===== config.mk =====
export PLATFORM = sky130hd
export DESIGN_NAME = capture_controller
export DESIGN_NICKNAME = d
export VERILOG_FILES = /design/src/rtl/capture_pkg.sv /design/src/rtl/cap_counter.sv /design/src/rtl/capture_controller.sv
export SDC_FILE = /design/constraint.sdc
export NUM_CORES = 1
export LEC_CHECK = 0
export ABC_AREA = 1
export BUFFER_PORTS_ARGS = -buffer_cell sky130_fd_sc_hd__buf_2
export CORE_MARGIN = 10
export CORE_UTILIZATION = 25
export CTS_BUF_LIST = sky130_fd_sc_hd__clkbuf_2
export DETAILED_ROUTE_END_ITERATION = 6
export GPL_TIMING_DRIVEN = 1
export REMOVE_ABC_BUFFERS = 1
export SLEW_MARGIN = 5
export SYNTH_ARGS = -nofsm -noshare
export SYNTH_HDL_FRONTEND = slang
export SYNTH_HIERARCHICAL = 1
export SYNTH_SLANG_ARGS = --single-unit

===== constraint.sdc =====
create_clock -name clk -period 4.3 [get_ports clk]
set_clock_uncertainty 0.1 [all_clocks]
set_input_delay 0.86 -clock clk [delete_from_list [all_inputs] [get_ports clk]]
set_output_delay 0.86 -clock clk [all_outputs]
set_load 0.1 [all_outputs]

===== src/rtl/capture_pkg.sv =====
// Shared types and constants for the capture controller.
package capture_pkg;

  typedef enum logic [2:0] {
    StIdle,
    StPrefill,
    StArmed,
    StPost,
    StDone,
    StHoldoff
  } cap_state_t;

  localparam logic [1:0] MODE_NORMAL = 2'd0;
  localparam logic [1:0] MODE_AUTO   = 2'd1;
  localparam logic [1:0] MODE_SINGLE = 2'd2;

endpackage


===== src/rtl/cap_counter.sv =====
// Loadable saturating up-counter with a terminal-count compare against 'term'.
module cap_counter #(
  parameter int unsigned Width = 8
) (
  input  logic             clk,
  input  logic             rst_n,
  input  logic             load,
  input  logic [Width-1:0] load_val,
  input  logic             inc,
  input  logic [Width-1:0] term,
  output logic             tc
);

  logic [Width-1:0] cnt_q, cnt_d;

  // Load wins over increment; increment stops at all-ones.
  always_comb begin
    cnt_d = cnt_q;
    if (load) begin
      cnt_d = load_val;
    end else if (inc && (cnt_q != {Width{1'b1}})) begin
      cnt_d = cnt_q + 1'b1;
    end
  end

  // Count register.
  always_ff @(posedge clk or negedge rst_n) begin
    if (!rst_n) begin
      cnt_q <= '0;
    end else begin
      cnt_q <= cnt_d;
    end
  end

  assign tc = (cnt_q == term);

endmodule


===== src/rtl/capture_controller.sv =====
// Sequences one sample-buffer acquisition around a trigger: prefill, armed ring
// writing, post-trigger fill, then done/holdoff with optional automatic re-arm.
module capture_controller
  import capture_pkg::*;
#(
  parameter int unsigned ADDR_W = 10,
  parameter int unsigned CNT_W  = 24
) (
  input  logic              clk,
  input  logic              rst_n,
  input  logic              arm,
  input  logic              abort,
  input  logic [1:0]        mode,
  input  logic [ADDR_W-1:0] pretrig,
  input  logic [CNT_W-1:0]  holdoff,
  input  logic [CNT_W-1:0]  auto_timeout,
  input  logic              trig,
  input  logic              ack,
  output logic              wr_en,
  output logic [ADDR_W-1:0] wr_addr,
  output logic [ADDR_W-1:0] trig_addr,
  output logic [ADDR_W-1:0] start_addr,
  output logic              forced,
  output logic              done,
  output logic              busy
);

  cap_state_t state_q, state_d;

  logic              wr_en_q, wr_en_d;
  logic [ADDR_W-1:0] wr_addr_q, wr_addr_d;
  logic [ADDR_W-1:0] trig_addr_q, trig_addr_d;
  logic [ADDR_W-1:0] start_addr_q, start_addr_d;
  logic              forced_q, forced_d;
  logic              done_q, done_d;
  logic              busy_q, busy_d;

  // Settings latched on an accepted arm and reused by every holdoff re-arm.
  logic [ADDR_W-1:0] p_q, p_d;
  logic [1:0]        mode_q, mode_d;
  logic [CNT_W-1:0]  holdoff_q, holdoff_d;

  logic              ph_load, ph_inc, ph_tc;
  logic [ADDR_W-1:0] ph_term;
  logic              tm_load, tm_inc, tm_tc;
  logic [CNT_W-1:0]  tm_term;

  logic              trig_ev;
  logic              restart;
  logic [ADDR_W-1:0] restart_p;

  // Phase counter: last write of PREFILL is count P-1, of POST is (DEPTH-1-P)-1.
  // DEPTH-1-P is simply ~P at ADDR_W bits.
  assign ph_term = (state_q == StPost) ? (~p_q - 1'b1) : (p_q - 1'b1);

  // Shared counter: holdoff length in HOLDOFF, auto-timeout compare in ARMED.
  assign tm_term = (state_q == StHoldoff) ? (holdoff_q - 1'b1) : auto_timeout;

  cap_counter #(
    .Width(ADDR_W)
  ) u_phase_cnt (
    .clk     (clk),
    .rst_n   (rst_n),
    .load    (ph_load),
    .load_val('0),
    .inc     (ph_inc),
    .term    (ph_term),
    .tc      (ph_tc)
  );

  cap_counter #(
    .Width(CNT_W)
  ) u_time_cnt (
    .clk     (clk),
    .rst_n   (rst_n),
    .load    (tm_load),
    .load_val('0),
    .inc     (tm_inc),
    .term    (tm_term),
    .tc      (tm_tc)
  );

  // Next-state, address and latch logic; abort overrides everything.
  always_comb begin
    state_d      = state_q;
    wr_addr_d    = wr_addr_q;
    trig_addr_d  = trig_addr_q;
    start_addr_d = start_addr_q;
    forced_d     = forced_q;
    p_d          = p_q;
    mode_d       = mode_q;
    holdoff_d    = holdoff_q;
    ph_load      = 1'b0;
    ph_inc       = 1'b0;
    tm_load      = 1'b0;
    tm_inc       = 1'b0;
    trig_ev      = 1'b0;
    restart      = 1'b0;
    restart_p    = p_q;

    if (abort) begin
      state_d = StIdle;
    end else begin
      unique case (state_q)
        StIdle: begin
          if (arm) begin
            p_d       = pretrig;
            mode_d    = mode;
            holdoff_d = holdoff;
            restart   = 1'b1;
            restart_p = pretrig;
          end
        end
        StPrefill: begin
          wr_addr_d = wr_addr_q + 1'b1;
          ph_inc    = 1'b1;
          if (ph_tc) begin
            state_d = StArmed;
            tm_load = 1'b1;
          end
        end
        StArmed: begin
          wr_addr_d = wr_addr_q + 1'b1;
          tm_inc    = 1'b1;
          trig_ev   = trig | ((mode_q == MODE_AUTO) && (auto_timeout != '0) && tm_tc);
          if (trig_ev) begin
            trig_addr_d  = wr_addr_q;
            start_addr_d = wr_addr_q - p_q;
            forced_d     = ~trig;
            ph_load      = 1'b1;
            // No post-trigger samples remain when P = DEPTH-1.
            state_d      = (p_q == '1) ? StDone : StPost;
          end
        end
        StPost: begin
          wr_addr_d = wr_addr_q + 1'b1;
          ph_inc    = 1'b1;
          if (ph_tc) begin
            state_d = StDone;
          end
        end
        StDone: begin
          if (ack) begin
            if (mode_q == MODE_SINGLE) begin
              state_d = StIdle;
            end else if (holdoff_q == '0) begin
              restart = 1'b1;
            end else begin
              state_d = StHoldoff;
              tm_load = 1'b1;
            end
          end
        end
        StHoldoff: begin
          tm_inc = 1'b1;
          if (tm_tc) begin
            restart = 1'b1;
          end
        end
        default: state_d = StIdle;
      endcase
    end

    // Common entry into a new record (arm or re-arm).
    if (restart) begin
      state_d   = (restart_p == '0) ? StArmed : StPrefill;
      wr_addr_d = '0;
      forced_d  = 1'b0;
      ph_load   = 1'b1;
      tm_load   = 1'b1;
    end
  end

  // Registered status outputs follow the next state.
  always_comb begin
    wr_en_d = (state_d == StPrefill) || (state_d == StArmed) || (state_d == StPost);
    done_d  = (state_d == StDone);
    busy_d  = (state_d != StIdle);
  end

  // State and output registers.
  always_ff @(posedge clk or negedge rst_n) begin
    if (!rst_n) begin
      state_q      <= StIdle;
      wr_en_q      <= 1'b0;
      wr_addr_q    <= '0;
      trig_addr_q  <= '0;
      start_addr_q <= '0;
      forced_q     <= 1'b0;
      done_q       <= 1'b0;
      busy_q       <= 1'b0;
      p_q          <= '0;
      mode_q       <= MODE_NORMAL;
      holdoff_q    <= '0;
    end else begin
      state_q      <= state_d;
      wr_en_q      <= wr_en_d;
      wr_addr_q    <= wr_addr_d;
      trig_addr_q  <= trig_addr_d;
      start_addr_q <= start_addr_d;
      forced_q     <= forced_d;
      done_q       <= done_d;
      busy_q       <= busy_d;
      p_q          <= p_d;
      mode_q       <= mode_d;
      holdoff_q    <= holdoff_d;
    end
  end

  assign wr_en      = wr_en_q;
  assign wr_addr    = wr_addr_q;
  assign trig_addr  = trig_addr_q;
  assign start_addr = start_addr_q;
  assign forced     = forced_q;
  assign done       = done_q;
  assign busy       = busy_q;

endmodule


**After elaboration in Yosys (flattened, before gate mapping)**

Index checks and enable logic that the tools add are counted.

- Register bits after elaboration: 107
- Input port bits: 66

- $add $sub $neg: 7
- Eq/ne operators: 17
- Mux-type cells: 49
- Bitwise logic cells: 4
- Reductions and logical operators: 24

Operator list:

| cell | count |
|---|---|
| $mux 10 | 9 |
| $mux 24 | 3 |
| $mux 3 | 9 |
| $add 24x1->24 const B | 1 |
| $eq 24x24->1 | 1 |
| $logic_not 24->1 | 1 |
| $mux 1 | 24 |
| $ne 24x24->1 const B | 1 |
| $reduce_bool 24->1 | 1 |
| $sub 24x1->24 const B | 1 |
| $add 10x1->10 const B | 2 |
| $sub 10x1->10 const B | 2 |
| $pmux 3 s5 | 1 |
| $eq 3x2->1 const B | 4 |
| $eq 10x10->1 | 1 |
| $eq 10x10->1 const B | 1 |
| $logic_not 10->1 | 1 |
| $ne 10x10->1 const B | 1 |
| $not 10->10 | 1 |
| $reduce_bool 2->1 | 5 |
| $sub 10x10->10 | 1 |
| $eq 3x3->1 const B | 3 |
| $reduce_and 3->1 | 3 |
| $eq 3x1->1 const B | 2 |
| 15 further kinds | 22 |

**Depth between registers and ports, before layout**

Gate-level depths: netlist of run 1.

- Depth in word-level cells: 12
- Gate-level depth with buffers: 29
- Depth with buffers taken out: 27

**By module**

Netlist of run 1, hierarchy kept.

Modules (own cells, without submodules):

| module | times used | cells each | area each (µm²) |
|---|---|---|---|
| capture_controller | 1 | 644 | 4759.6 |
| cap_counter at u_time_cnt | 1 | 338 | 2157.1 |
| cap_counter at u_phase_cnt | 1 | 133 | 875.8 |

**Worst setup path before layout of run 1**

Ideal clock, no wire load.

- Path kind: register to register
- From: register holdoff_q[0]
- To: register u_time_cnt.cnt_q[7]
- Data arrival time: 3416 ps
- Data required time: 4078 ps
- Slack: 662 ps
- Stages on the path, launching flop included: 26
- Buffers on the path: 2
- Cells stage by stage: dfrtp_1 -> inv_1 -> ha_1 -> nand2_1 -> nor2_1 -> inv_1 -> nor2_1 -> nand3b_1 -> nor3_1 -> xor2_1 -> o21ai_0 -> xor2_1 -> nor3_1 -> nand4_1 -> nor2_1 -> inv_1 -> o21ai_1 -> inv_1 -> nand2_1 -> nand2_2 -> nand2_1 -> clkbuf_1 -> inv_1 -> clkbuf_1 -> o22ai_1 -> o21ai_2

- Word-level cells in the longest chain between the ends: 8
- Elaborated cells between the ends (all ways): 18

Ends and longest elaborated chain:

| what | line | source |
|---|---|---|
| start, declared | capture_controller.sv:41 | `logic [CNT_W-1:0] holdoff_q, holdoff_d;` |
| start signal, assigned | capture_controller.sv:206 | `holdoff_q <= holdoff_d;` |
| $sub 24x1->24 (*) | capture_controller.sv:57 | `assign tm_term = (state_q == StHoldoff) ? (holdoff_q - 1'b1) : auto_timeout;` |
| $mux 24 (*) | capture_controller.sv:57 |  |
| named net tm_term[18] | capture_controller.sv:46 | `logic [CNT_W-1:0] tm_term;` |
| $eq 24x24->1 (*) | cap_counter.sv:35 | `assign tc = (cnt_q == term);` |
| named net tm_tc | capture_controller.sv:45 | `logic tm_load, tm_inc, tm_tc;` |
| $mux 1 (*) | capture_controller.sv:156 | `if (tm_tc) begin` |
| $pmux 1 s3 (*) | capture_controller.sv:104 | `unique case (state_q)` |
| $mux 1 (*) | capture_controller.sv:101 | `if (abort) begin` |
| $mux 1 (*) | capture_controller.sv:165 | `if (restart) begin` |
| named net tm_load | capture_controller.sv:45 |  |
| $mux 24 / $reduce_bool 2->1 (equally long branches) | n/a |  |
| end signal, assigned | cap_counter.sv:31 | `cnt_q <= cnt_d;` |
| end, declared | cap_counter.sv:14 | `logic [Width-1:0] cnt_q, cnt_d;` |

The timed path passes the listed nets; every way through them passes the cells marked *.
A chain may end at the register's enable or synchronous reset.

**Worst setup path after layout of run 1**

- From: register holdoff_q[2]
- To: register u_phase_cnt.cnt_q[0]

- Word-level cells in the longest chain between the ends: 10
- Elaborated cells between the ends (all ways): 18

Ends and longest elaborated chain:

| what | line | source |
|---|---|---|
| $sub 24x1->24 (*) | capture_controller.sv:57 |  |
| $mux 24 (*) | capture_controller.sv:57 |  |
| named net tm_term[21] | capture_controller.sv:46 |  |
| $eq 24x24->1 (*) | cap_counter.sv:35 |  |
| named net tm_tc | capture_controller.sv:45 |  |
| $logic_and 1x1->1 | capture_controller.sv:125 | `trig_ev = trig \| ((mode_q == MODE_AUTO) && (auto_timeout != '0) && tm_tc);` |
| $or 1x1->1 | capture_controller.sv:125 |  |
| $mux 1 | capture_controller.sv:126 | `if (trig_ev) begin` |
| $mux 1 | capture_controller.sv:104 |  |
| $mux 1 | capture_controller.sv:101 |  |
| $mux 1 (*) | capture_controller.sv:165 |  |
| named net ph_load | capture_controller.sv:43 | `logic ph_load, ph_inc, ph_tc;` |
| $mux 10 / $reduce_bool 2->1 (equally long branches) | n/a |  |
| end signal, assigned | cap_counter.sv:31 |  |
| end, declared | cap_counter.sv:14 |  |

Marked as above.

==> results of run 1 <==
-- cell families after synthesis --
family | Yosys count | synth area share, %
multiplexers | 11 | 1.59
XOR/XNOR | 73 | 8.30
AND/OR/NAND/NOR | 627 | 35.1
flip-flops | 107 | 34.4
other | 1 | 0.0481
buffers and inverters | 146 | 8.00
AO/OA/AOI/OAI | 134 | 9.96
adder cells (fa/ha/maj) | 16 | 2.67
-- flip-flops by register name, indices dropped and copies added, names as in the netlist --
register and count:
start_addr 10, forced 1, state_q 3, holdoff_q 24
trig_addr 10, wr_en 1, wr_addr 10, mode_q 2
done 1, u_time_cnt/cnt_q 24, u_phase_cnt/cnt_q 10, busy 1
p_q 10
-- metal layers --
metal  vias up  track usage, %
met4         0            2.83
met3        13            2.55
met5         -               0
met1      3371            17.5
met2       159            18.6
li1       3770               -
-- layout make-up --
cell class / count / share of cell area [%]
Antenna cell: 1 / 0.0279
Clock buffer: 9 / 0.502
Timing Repair Buffer: 110 / 6.54
Inverter: 115 / 4.87
Sequential cell: 107 / 29.9
Tap cell: 396 / 5.52
Multi-Input combinational cell: 895 / 51.9
Clock inverter: 7 / 0.767
-- critical path, delay by kind of cell (launching register included) --
kind / cells / cell delay (ns)
AOI/OAI and AO/OA: 1 / 0.05
xor gates and xnor gates: 2 / 0.22
buffers and inverters: 3 / 0.32
DFF: 1 / 0.51
and+or+nand+nor: 21 / 2.58
-- final timing paths --
check / to
setup / recovery: u_phase_cnt/cnt_q[0]$_DFFE_PN0P_
hold / removal: forced$_DFFE_PN0P_
setup reg to reg: u_phase_cnt/cnt_q[0]$_DFFE_PN0P_
hold reg to reg: start_addr[0]$_DFFE_PN0P_
max in group asynchronous: p_q[5]$_DFF_PN0_
min in group asynchronous: holdoff_q[8]$_DFFE_PN0P_
-- power breakdown --
group	leakage (nW)	internal (W)	switching, W
combinational	2.88	0.000870	0.00195
sequential	1.32	0.00139	0.000549
clock	0.0642	0.0000931	0.000403
total	4.27	0.00236	0.00290
-- synthesized netlist by cell type, drive strengths merged (2+ instances only) --
cell type / count
inv: 113
mux2: 11
nor4: 6
a31oi: 2
nor2: 154
o22a: 2
nand3: 90
nand4: 11
or2: 4
ha: 15
dfrtp: 107
nand3b: 8
xnor2: 35
buf: 15
o2111ai: 2
clkinv: 2
o21bai: 3
o22ai: 2
o21ai: 78
a21oi: 37
xor2: 38
o21a: 4
clkbuf: 16
nand2: 340
nor3: 13
-- repair_timing --
item,in CTS,in global routing
gates resized for setup,0,14
endpoints found under the setup margin,0,41
endpoints found under the hold margin,37,0
hold buffers,1,0
-- cell usage in the layout, fill, tap and decap left out, types with 2 or more instances in the layout --
cell        netlist  layout
mux2_2           11      11
nand2_4           5       5
clkbuf_2          0       9
nor2_2            6       7
ha_1             15      15
inv_2             8      10
nand2_2          11      12
dfrtp_1         107     106
o21ai_0          62      61
a31oi_1           2       2
xnor2_1          35      35
o21a_1            4       4
o21bai_1          3       3
clkinvlp_4        0       2
nor4_1            6       5
nand3_1          87      87
inv_6             0       3
o2111ai_1         2       2
o21ai_2          14      14
buf_4             2      10
nor3_1           13      12
nor2_4            5       6
nand2_1         323     321
o21ai_1           2       3
buf_2             5      98
o22a_1            2       2
nor2_1          142     140
a21oi_1          36      36
inv_1           105     103
conb_1            1      34
nand4_1          11      11
nand3b_1          8       8
nand3_2           3       3
xor2_1           37      37
o22ai_1           2       2
or2_2             4       4
nand2_8           1       2
-- through the flow --
step                      TNS, ns  cells  total power (W)  util (%)
after detailed placement        0   1622          0.00477      28.7
after global placement          0   1622          0.00472      28.7
final                           0   1640          0.00525      29.2
after global routing            0   1640          0.00569      29.2
after CTS                       0   1639          0.00528      29.1
after floorplan             -7.02   1117          0.00405         -
==> flow_metrics.tcl, run 1 <==
set metrics [dict create \
    finalWirelength_um 23800 \
    slew_headroom_pct 63.1 \
    place_hpwl_um 19100 \
    dp_worst_setup_slack_ns 0.264 \
    ys_seq_area_share_pct 34.4 \
    layout_setup_ws_ns 0.444 \
    grt_pass1_wl_um 38600 \
    port-buffer-count 99 \
    worstMarginPinSlew_ns 0.550 \
    nets 1320 \
    syn_inst 1115 \
    cts_tree "built" \
    ant_nets 0 \
    grt.total_usage_pct 12.3 \
    rows 64 \
    die-area_um2 38600 \
    synth_edf_count 0 \
    initial_utilization_pct 25.4 \
    htree_num_levels 3 \
    gp_congestion 0.887 \
    whs_ns 0.276 \
    fin_area_um2 8970 \
    drt-initial-drc-count 506 \
    die_h_um 197 \
    min_from "trig" \
    cp-startpoint "holdoff_q[2]$_DFFE_PN0P_" \
    multi_input_area_um2 4660 \
    end_kind "flip-flop" \
    path_clk_slew_ns 0.33 \
    setup_viol 0 \
    fillCellCount 3407 \
    insertion_delay_ns 0.68 \
    top_layer_used "met4" \
    yosysUniqueCellTypes 49 \
    p_per_area_nw_per_um2 586 \
    rrSetupSlack_ns 0.44 \
    ys_seq_elements 107 \
    crit_type "flip-flop to flip-flop" \
    min_period_ns 3.86 \
    synth_warnings 6 \
    grt_antenna_before_repair 1 \
    startpoint_type "flip-flop" \
    max-cap-violations 0 \
    postCtsSetupBuffers 0 \
    synth_area_leaders "dfrtp_1 (34%), nand2_1 (16%), nor2_1 (6.8%)" \
    avgSynthCellArea_um2 6.99 \
    rsz0062_at_grt "no" \
    r2r-start "holdoff_q[2]$_DFFE_PN0P_" \
    wl_met1_um 12000 \
    grt_overflow_total 0 \
    syn_area_um2 7790 \
    fp.dieW_um 197 \
    avgRoutedWirePerCell_um 14.5 \
    num_io_pins 100 \
    hold_viol 0 \
    hold_path_depth 2 \
    routed-wl-met2_um 10400 \
    async_flop_share_pct 100 \
    arrival_ns 4.37 \
    crit_slowest_cell "dfrtp_1" \
    p_leak_nw 4.27 \
    cp_max_fo 11 \
    reg2regPathDepth 27 \
    synth_top_area_cell "dfrtp_1" \
    area_growth_pct 15.1 \
    period_share_pct 89.7 \
    cts_buffers 9 \
    dpl_cell_area_um2 8800 \
    status "complete, no violations" \
    regArea_um2 2680 \
    drtPass1Iterations 5 \
    grt_max_degree 54 \
    grt_pass1_vias 7131 \
    hold_path_class "input port to flip-flop" \
    route.met3.wl_um 1170 \
    fmax_ghz 0.259 \
    drv_slew 0 \
    slowest_delay_ns 0.51 \
    cts_root_buffer "clkbuf_2" \
    clockBufferDepth 2 \
    vias 7313 \
    dominantRegCellSynth "dfrtp_1" \
    cp_data_required_time_ns 4.82 \
    drcViolationCount 0 \
    routed_via_density 4.46 \
    ir_drop_uv 383 \
    synth_top_area_share_pct 34.4 \
    cts_sinks 107 \
    core_um2 30700 \
    crit_top_cell "nand2_1" \
    drive_gt1_share_pct 16.6 \
]
No activity file was read; power rests on OpenSTA's default activity.
==> run 2, diff against run 1 <==
--- a/config.mk
+++ b/config.mk
@@ -5,11 +5,11 @@
 export SDC_FILE = /design/constraint.sdc
 export NUM_CORES = 1
 export LEC_CHECK = 0
-export ABC_AREA = 1
+export ABC_AREA = 0
 export BUFFER_PORTS_ARGS = -buffer_cell sky130_fd_sc_hd__buf_2
 export CORE_MARGIN = 10
 export CORE_UTILIZATION = 25
-export CTS_BUF_LIST = sky130_fd_sc_hd__clkbuf_2
+export CTS_BUF_LIST = sky130_fd_sc_hd__clkbuf_2 sky130_fd_sc_hd__clkbuf_4 sky130_fd_sc_hd__clkbuf_8
 export DETAILED_ROUTE_END_ITERATION = 6
 export GPL_TIMING_DRIVEN = 1
 export REMOVE_ABC_BUFFERS = 1
==> run 2 against run 1 <==
  * Die area down 8.2%
  * Hold slack better by 0.11 ns
  * Critical path depth down 12
  * Via count down 17%
  * First-iteration DRC count is 24% lower
  * Synthesized area down 9.1%
  * Count of clock-buffer cells in the layout unchanged
  * Maximum frequency shrank 5.8%
  * Critical endpoint is now wr_en$_DFF_PN0_
  * Non-clock buffer count rose by 20
  * Largest power group is now registers
  * Clock power is 25% higher
  * Sequential power shrank 23%
  * Flip-flop and latch count stayed put
==> flow_metrics.tcl, run 2 <==
set metrics [dict create \
    status "complete, no violations" \
    drv_slew 0 \
    min_from "start_addr[4]$_DFFE_PN0P_" \
    avgRoutedWirePerCell_um 16.8 \
    ys_seq_elements 107 \
    worstMarginPinSlew_ns 0.825 \
    dp_worst_setup_slack_ns 0.0770 \
    slew_headroom_pct 44.2 \
    hold_path_class "flip-flop to flip-flop" \
    port-buffer-count 99 \
    max-cap-violations 0 \
    comb_power_share_pct 34.0 \
    place_hpwl_um 16900 \
    synth_edf_count 0 \
    crit_top_cell "a211oi_1" \
    gp_congestion 0.852 \
    crit_slowest_cell "or4_4" \
    fp.dieW_um 188 \
    rr_endpoint "wr_en$_DFF_PN0_" \
    mostFrequentLayoutCells "dfrtp_1 (106), buf_2 (98), nand2_1 (85)" \
    cts_root_buffer "clkbuf_8" \
    dominantRegCellSynth "dfrtp_1" \
    min_period_ns 4.09 \
    syn_area_um2 7080 \
    top_regs "holdoff_q: 24 flops, u_time_cnt/cnt_q: 24 flops" \
    clockBufferDepth 2 \
    p_sw_w 0.00132 \
    end_kind "flip-flop" \
    initial_utilization_pct 25.4 \
    finalWirelength_um 21500 \
    drtPass1Iterations 5 \
    crit_type "flip-flop to flip-flop" \
    die-area_um2 35500 \
    grt_pass1_vias 6029 \
    setup_viol 0 \
    hold_viol 0 \
    nets 977 \
    cts_buffers 9 \
    num_io_pins 100 \
    p_sw_share_pct 41.3 \
    seq_power_share_pct 46.6 \
    final_common_cell "dfrtp_1" \
    synth_common_cells "dfrtp_1 (107), nand2_1 (85), xnor2_1 (54), mux2_2 (50), o21ai_0 (47)" \
    hold_path_depth 1 \
    layout_setup_ws_ns 0.208 \
    die_h_um 188 \
    cp.depth 15 \
    grt.total_usage_pct 12.0 \
    post_cts_resized 0 \
    ys_seq_area_share_pct 37.8 \
    synth_area_leaders "dfrtp_1 (38%), mux2_2 (8.0%), xnor2_1 (6.7%)" \
    p_per_area_nw_per_um2 377 \
    async_flop_share_pct 100 \
    fillCellCount 2961 \
    grt_pass1_wl_um 34300 \
    drive_gt1_share_pct 24.8 \
    path_clk_slew_ns 0.12 \
    r2r-start "holdoff_q[17]$_DFFE_PN0P_" \
    crit_chain "or4_4, or3_4, nor4_4, xnor2_1, o21ai_1, xor2_1, nor4_1, nand4_1, nor3_2, buf_4, and3b_1, nor2_1, a211oi_1, a211oi_1, o311ai_0" \
    drcViolationCount 0 \
    p_leak_nw 3.72 \
    yosys.cell_count.top_type "dfrtp_1" \
    core_um2 27900 \
    crit_family "simple AND/OR/NAND/NOR gates" \
    cts_sinks 107 \
    postCtsSetupBuffers 0 \
    synth_top_area_share_pct 37.8 \
    cp_data_required_time_ns 4.49 \
    htree_num_levels 3 \
    drt-initial-drc-count 384 \
    cts_tree "built" \
    cp_max_fo 5 \
    grt_max_degree 58 \
    startpoint_type "flip-flop" \
    power.internal_w 0.00188 \
    grt_antenna_before_repair 1 \
    postCtsHoldBufs 0 \
    synth_top_area_cell "dfrtp_1" \
    fmax_ghz 0.244 \
    antennaDiodeCount 0 \
    slowest_delay_ns 0.57 \
    ir_drop_uv 148 \
    utilization_pct 30.5 \
    min_to "start_addr[4]$_DFFE_PN0P_" \
    ant_nets 0 \
    reg2regPathDepth 15 \
    critPathBufInv 1 \
    yosysUniqueCellTypes 74 \
    rrSetupSlack_ns 0.21 \
    area_growth_pct 19.9 \
    insertion_delay_ns 0.40 \
    syn_inst 754 \
    clockPowerShare_pct 19.3 \
    routed_via_density 4.76 \
    grt_overflow_total 0 \
    vias 6082 \
    arrival_ns 4.28 \
    rsz0062_at_grt "no" \
    rows 61 \
    synth_warnings 6 \
    avgSynthCellArea_um2 9.39 \
    period_share_pct 95.2 \
]
run 2: cell count changes in the layout (fill, tap and decap cells not counted), sizes merged, moves of 19 or more:
cell	change
mux2	+41
a21oi	-19
inv	-91
buf	+21
xnor2	+19
nand3	-66
nor4	+20
nand2	-255
nor2	-115
run 2: routing by layer:
| layer | track usage (%) | vias up | share of wire, % | wire length, um |
|---|---|---|---|---|
| li1 | - | 2988 | - | - |
| met1 | 16.1 | 2903 | 47 | 10000 |
| met2 | 19.3 | 169 | 47 | 10000 |
| met3 | 2.62 | 22 | 5.2 | 1130 |
| met4 | 2.81 | 0 | 1.4 | 306 |
| met5 | 0 | - | 0 | 0 |
run 2: cell type report:
| cell class | instances | area [um2] | area share, % |
|---|---|---|---|
| inverter | 22 | 82.6 | 0.973 |
| tap | 378 | 473 | 5.57 |
| clock inverter | 6 | 55.1 | 0.649 |
| clock buffer | 9 | 124 | 1.46 |
| sequential | 107 | 2680 | 31.6 |
| multi-input combinational | 625 | 4310 | 50.8 |
| timing repair buffer | 130 | 759 | 8.95 |
run 2: power by group through the flow:
stage | sequential (W) | clock, W | combinational [W]
after global routing | 0.00152 | 0.000685 | 0.00121
after CTS | 0.00148 | 0.000645 | 0.00109
after floorplan | 0.00157 | 0 | 0.000657
after global placement | 0.00150 | 0 | 0.00107
after detailed placement | 0.00150 | 0 | 0.00109
final | 0.00149 | 0.000619 | 0.00109
run 2: worst max path at each step:
stage / startpoint / endpoint
floorplan: holdoff_q[10]$_DFFE_PN0P_ / u_time_cnt/cnt_q[8]$_DFFE_PN0P_
global placement: holdoff_q[10]$_DFFE_PN0P_ / wr_en$_DFF_PN0_
detailed placement: holdoff_q[10]$_DFFE_PN0P_ / wr_en$_DFF_PN0_
CTS: holdoff_q[10]$_DFFE_PN0P_ / wr_en$_DFF_PN0_
global route: holdoff_q[17]$_DFFE_PN0P_ / wr_en$_DFF_PN0_
finish: holdoff_q[17]$_DFFE_PN0P_ / wr_en$_DFF_PN0_
run 2: logic make-up after synthesis:
family          share of synthesized area, %
simple gates                            21.8
compound gates                          13.6
flops                                   37.8
xor+xnor                                11.6
mux                                     8.89
buf+inv                                 3.23
fa+ha+maj                               2.93
other cells                           0.0530
run 2: stage by stage:
stage	total power, W	cells	setup TNS (ns)	hold WS, ns	cell area, um2
2_1_floorplan	0.00222	754	-6.76	0.403	7060
3_3_place_gp	0.00257	1262	0	0.358	8290
3_5_place_dp	0.00259	1262	0	0.365	8290
4_1_cts	0.00322	1277	0	0.394	8470
5_1_grt	0.00342	1277	0	0.408	8490
6_report	0.00320	1277	0	0.388	8490
run 2: worst reg2reg max path: stages, from the launching register on:
cell and delay, ns:
dfrtp_2 0.46, or4_4 0.57, or3_4 0.37, nor4_4 0.27, xnor2_1 0.15, o21ai_1 0.08
xor2_1 0.17, nor4_1 0.24, nand4_1 0.14, nor3_2 0.18, buf_4 0.15, and3b_1 0.18
nor2_1 0.06, a211oi_1 0.31, a211oi_1 0.18, o311ai_0 0.37
==> run 3, diff against run 2 <==
--- a/config.mk
+++ b/config.mk
@@ -8,10 +8,11 @@
 export ABC_AREA = 0
 export BUFFER_PORTS_ARGS = -buffer_cell sky130_fd_sc_hd__buf_2
 export CORE_MARGIN = 10
-export CORE_UTILIZATION = 25
+export CORE_UTILIZATION = 60
 export CTS_BUF_LIST = sky130_fd_sc_hd__clkbuf_2 sky130_fd_sc_hd__clkbuf_4 sky130_fd_sc_hd__clkbuf_8
 export DETAILED_ROUTE_END_ITERATION = 6
 export GPL_TIMING_DRIVEN = 1
+export PLACE_DENSITY = 0.83
 export REMOVE_ABC_BUFFERS = 1
 export SLEW_MARGIN = 5
 export SYNTH_ARGS = -nofsm -noshare
==> run 3 against run 2 <==
  * Combinational power about the same
  * Global-route usage up 11 points
  * Cell count down 19%
  * Power up 1.5%
  * First-iteration DRC count up 73%
  * Non-clock buffer count down 12
  * Via count up 2.6%
  * Design area down 4.2%
  * Setup slack worse by 0.012 ns
  * Critical endpoint is now forced$_DFFE_PN0P_
  * Register-to-register slack about the same
  * Critical path depth unchanged
  * Flip-flop and latch count unchanged
==> flow_metrics.tcl, run 3 (same netlist as run 2, synthesis figures left out) <==
set metrics [dict create \
    comb_power_share_pct 32.9 \
    core_um2 11500 \
    slowest_delay_ns 0.56 \
    die_h_um 129 \
    hold_path_class "flip-flop to flip-flop" \
    fp.dieW_um 129 \
    nets 965 \
    cts_root_buffer "clkbuf_8" \
    path_clk_slew_ns 0.12 \
    finalWirelength_um 19300 \
    period_share_pct 95.4 \
    ir_drop_uv 283 \
    dpl_cell_area_um2 7900 \
    drtPass1Iterations 5 \
    port-buffer-count 99 \
    slew_headroom_pct 27.6 \
    gp_congestion 0.916 \
    p_per_area_nw_per_um2 399 \
    grt_pass1_vias 6306 \
    p_leak_nw 3.67 \
    vias 6241 \
    drive_gt1_share_pct 23.8 \
    grt.total_usage_pct 23.1 \
    avgRoutedWirePerCell_um 18.7 \
    arrival_ns 4.35 \
    num_io_pins 100 \
    grt_overflow_total 0 \
    grt_antenna_before_repair 0 \
    drcViolationCount 0 \
    cts_buffers 9 \
    instances_no_fill 1031 \
    min_from "start_addr[5]$_DFFE_PN0P_" \
    grt_pass1_wl_um 31000 \
    final_common_cell "dfrtp_1" \
    crit_family "simple AND/OR/NAND/NOR gates" \
    status "complete, no violations" \
    crit_type "flip-flop to flip-flop" \
    mostFrequentLayoutCells "dfrtp_1 (107), buf_2 (98), nand2_1 (85)" \
    p_sw_share_pct 40.6 \
    drt-initial-drc-count 665 \
    cp_max_fo 34 \
    routed_via_density 6.05 \
    worstMarginPinSlew_ns 1.09 \
    die-area_um2 16500 \
    whs_ns 0.389 \
    crit_chain "or4_4, or3_4, nor4_4, xnor2_1, o21ai_1, xor2_1, nor4_1, nand4_1, nor3_2, and3b_1, o211ai_1, a21o_1, buf_4, or2_2, a21oi_1" \
    startpoint_type "flip-flop" \
    end_kind "flip-flop" \
    cts_tree "built" \
    seq_power_share_pct 46.0 \
    ant_nets 0 \
    area_growth_pct 14.8 \
    cp-startpoint "holdoff_q[11]$_DFFE_PN0P_" \
    r2r-start "holdoff_q[11]$_DFFE_PN0P_" \
    cts_sinks 107 \
    critPathBufInv 1 \
    top_regs "holdoff_q: 24 flops, u_time_cnt/cnt_q: 24 flops" \
    antennaDiodeCount 0 \
    max-cap-violations 0 \
    htree_num_levels 3 \
    insertion_delay_ns 0.41 \
    cp_data_required_time_ns 4.55 \
    grt_max_degree 85 \
    hold_viol 0 \
    rows 39 \
    min_period_ns 4.10 \
    utilization_pct 70.9 \
    setup_viol 0 \
    rsz0062_at_grt "no" \
    initial_utilization_pct 61.7 \
    p_sw_w 0.00132 \
    place_hpwl_um 14800 \
    postCtsSetupBuffers 0 \
    clockPowerShare_pct 21.2 \
    power.internal_w 0.00193 \
    fmax_ghz 0.244 \
    clockBufferDepth 2 \
    drv_slew 0 \
    fin_area_um2 8130 \
    dp_cells 1015 \
    crit_slowest_cell "or4_4" \
]
[run 3: tightest hold or removal path: cells and delay by family, from the launching register on]
kind / cells / cell delay [ns]
AOI/OAI and AO/OA: 1 / 0.05
DFF: 1 / 0.36
and+or+nand+nor: 1 / 0.05
[run 3: metal layers]
layer,GRT usage (%),up-vias,share of wire [%]
li1,-,2964,-
met1,26.0,2954,39
met2,41.1,268,52
met3,4.11,55,5.9
met4,11.7,0,3.8
met5,0,-,0
[run 3: final timing paths]
check,endpoint,slack [ns],cells after the start
max in group asynchronous,holdoff_q[17]$_DFFE_PN0P_,2.74,2
setup / recovery,forced$_DFFE_PN0P_,0.20,15
hold / removal,start_addr[5]$_DFFE_PN0P_,0.39,2
min in group asynchronous,trig_addr[5]$_DFFE_PN0P_,0.55,1
setup reg to reg,forced$_DFFE_PN0P_,0.20,15
hold reg to reg,start_addr[5]$_DFFE_PN0P_,0.39,2
[run 3: timing repair]
item,4_1_cts,5_1_grt
gates resized for setup,1,4
hold buffers,0,0
endpoints found under the setup margin,1,15
[run 3: cell type report]
cell class | count | area, um2
tap | 143 | 179
clock inverter | 7 | 90.1
timing repair buffer | 118 | 666
sequential | 107 | 2680
clock buffer | 9 | 124
multi-input combinational | 625 | 4310
fill | 866 | 3340
inverter | 22 | 82.6
[run 3: power groups by stage]
stage / Sequential [W] / Combinational (W) / Clock (W)
2_1_floorplan: 0.00157 / 0.000657 / 0
3_3_place_gp: 0.00149 / 0.00102 / 0
3_5_place_dp: 0.00150 / 0.00105 / 0
4_1_cts: 0.00148 / 0.00106 / 0.000696
5_1_grt: 0.00152 / 0.00117 / 0.000734
6_report: 0.00149 / 0.00107 / 0.000687
[run 3: metrics by stage]
| stage | setup slack [ns] | setup TNS (ns) | total power (W) |
|---|---|---|---|
| floorplan | -0.612 | -6.76 | 0.00222 |
| global placement | 0.226 | 0 | 0.00251 |
| detailed placement | 0.00975 | 0 | 0.00255 |
| CTS | 0.124 | 0 | 0.00324 |
| global route | 0.0212 | 0 | 0.00342 |
| finish | 0.197 | 0 | 0.00325 |
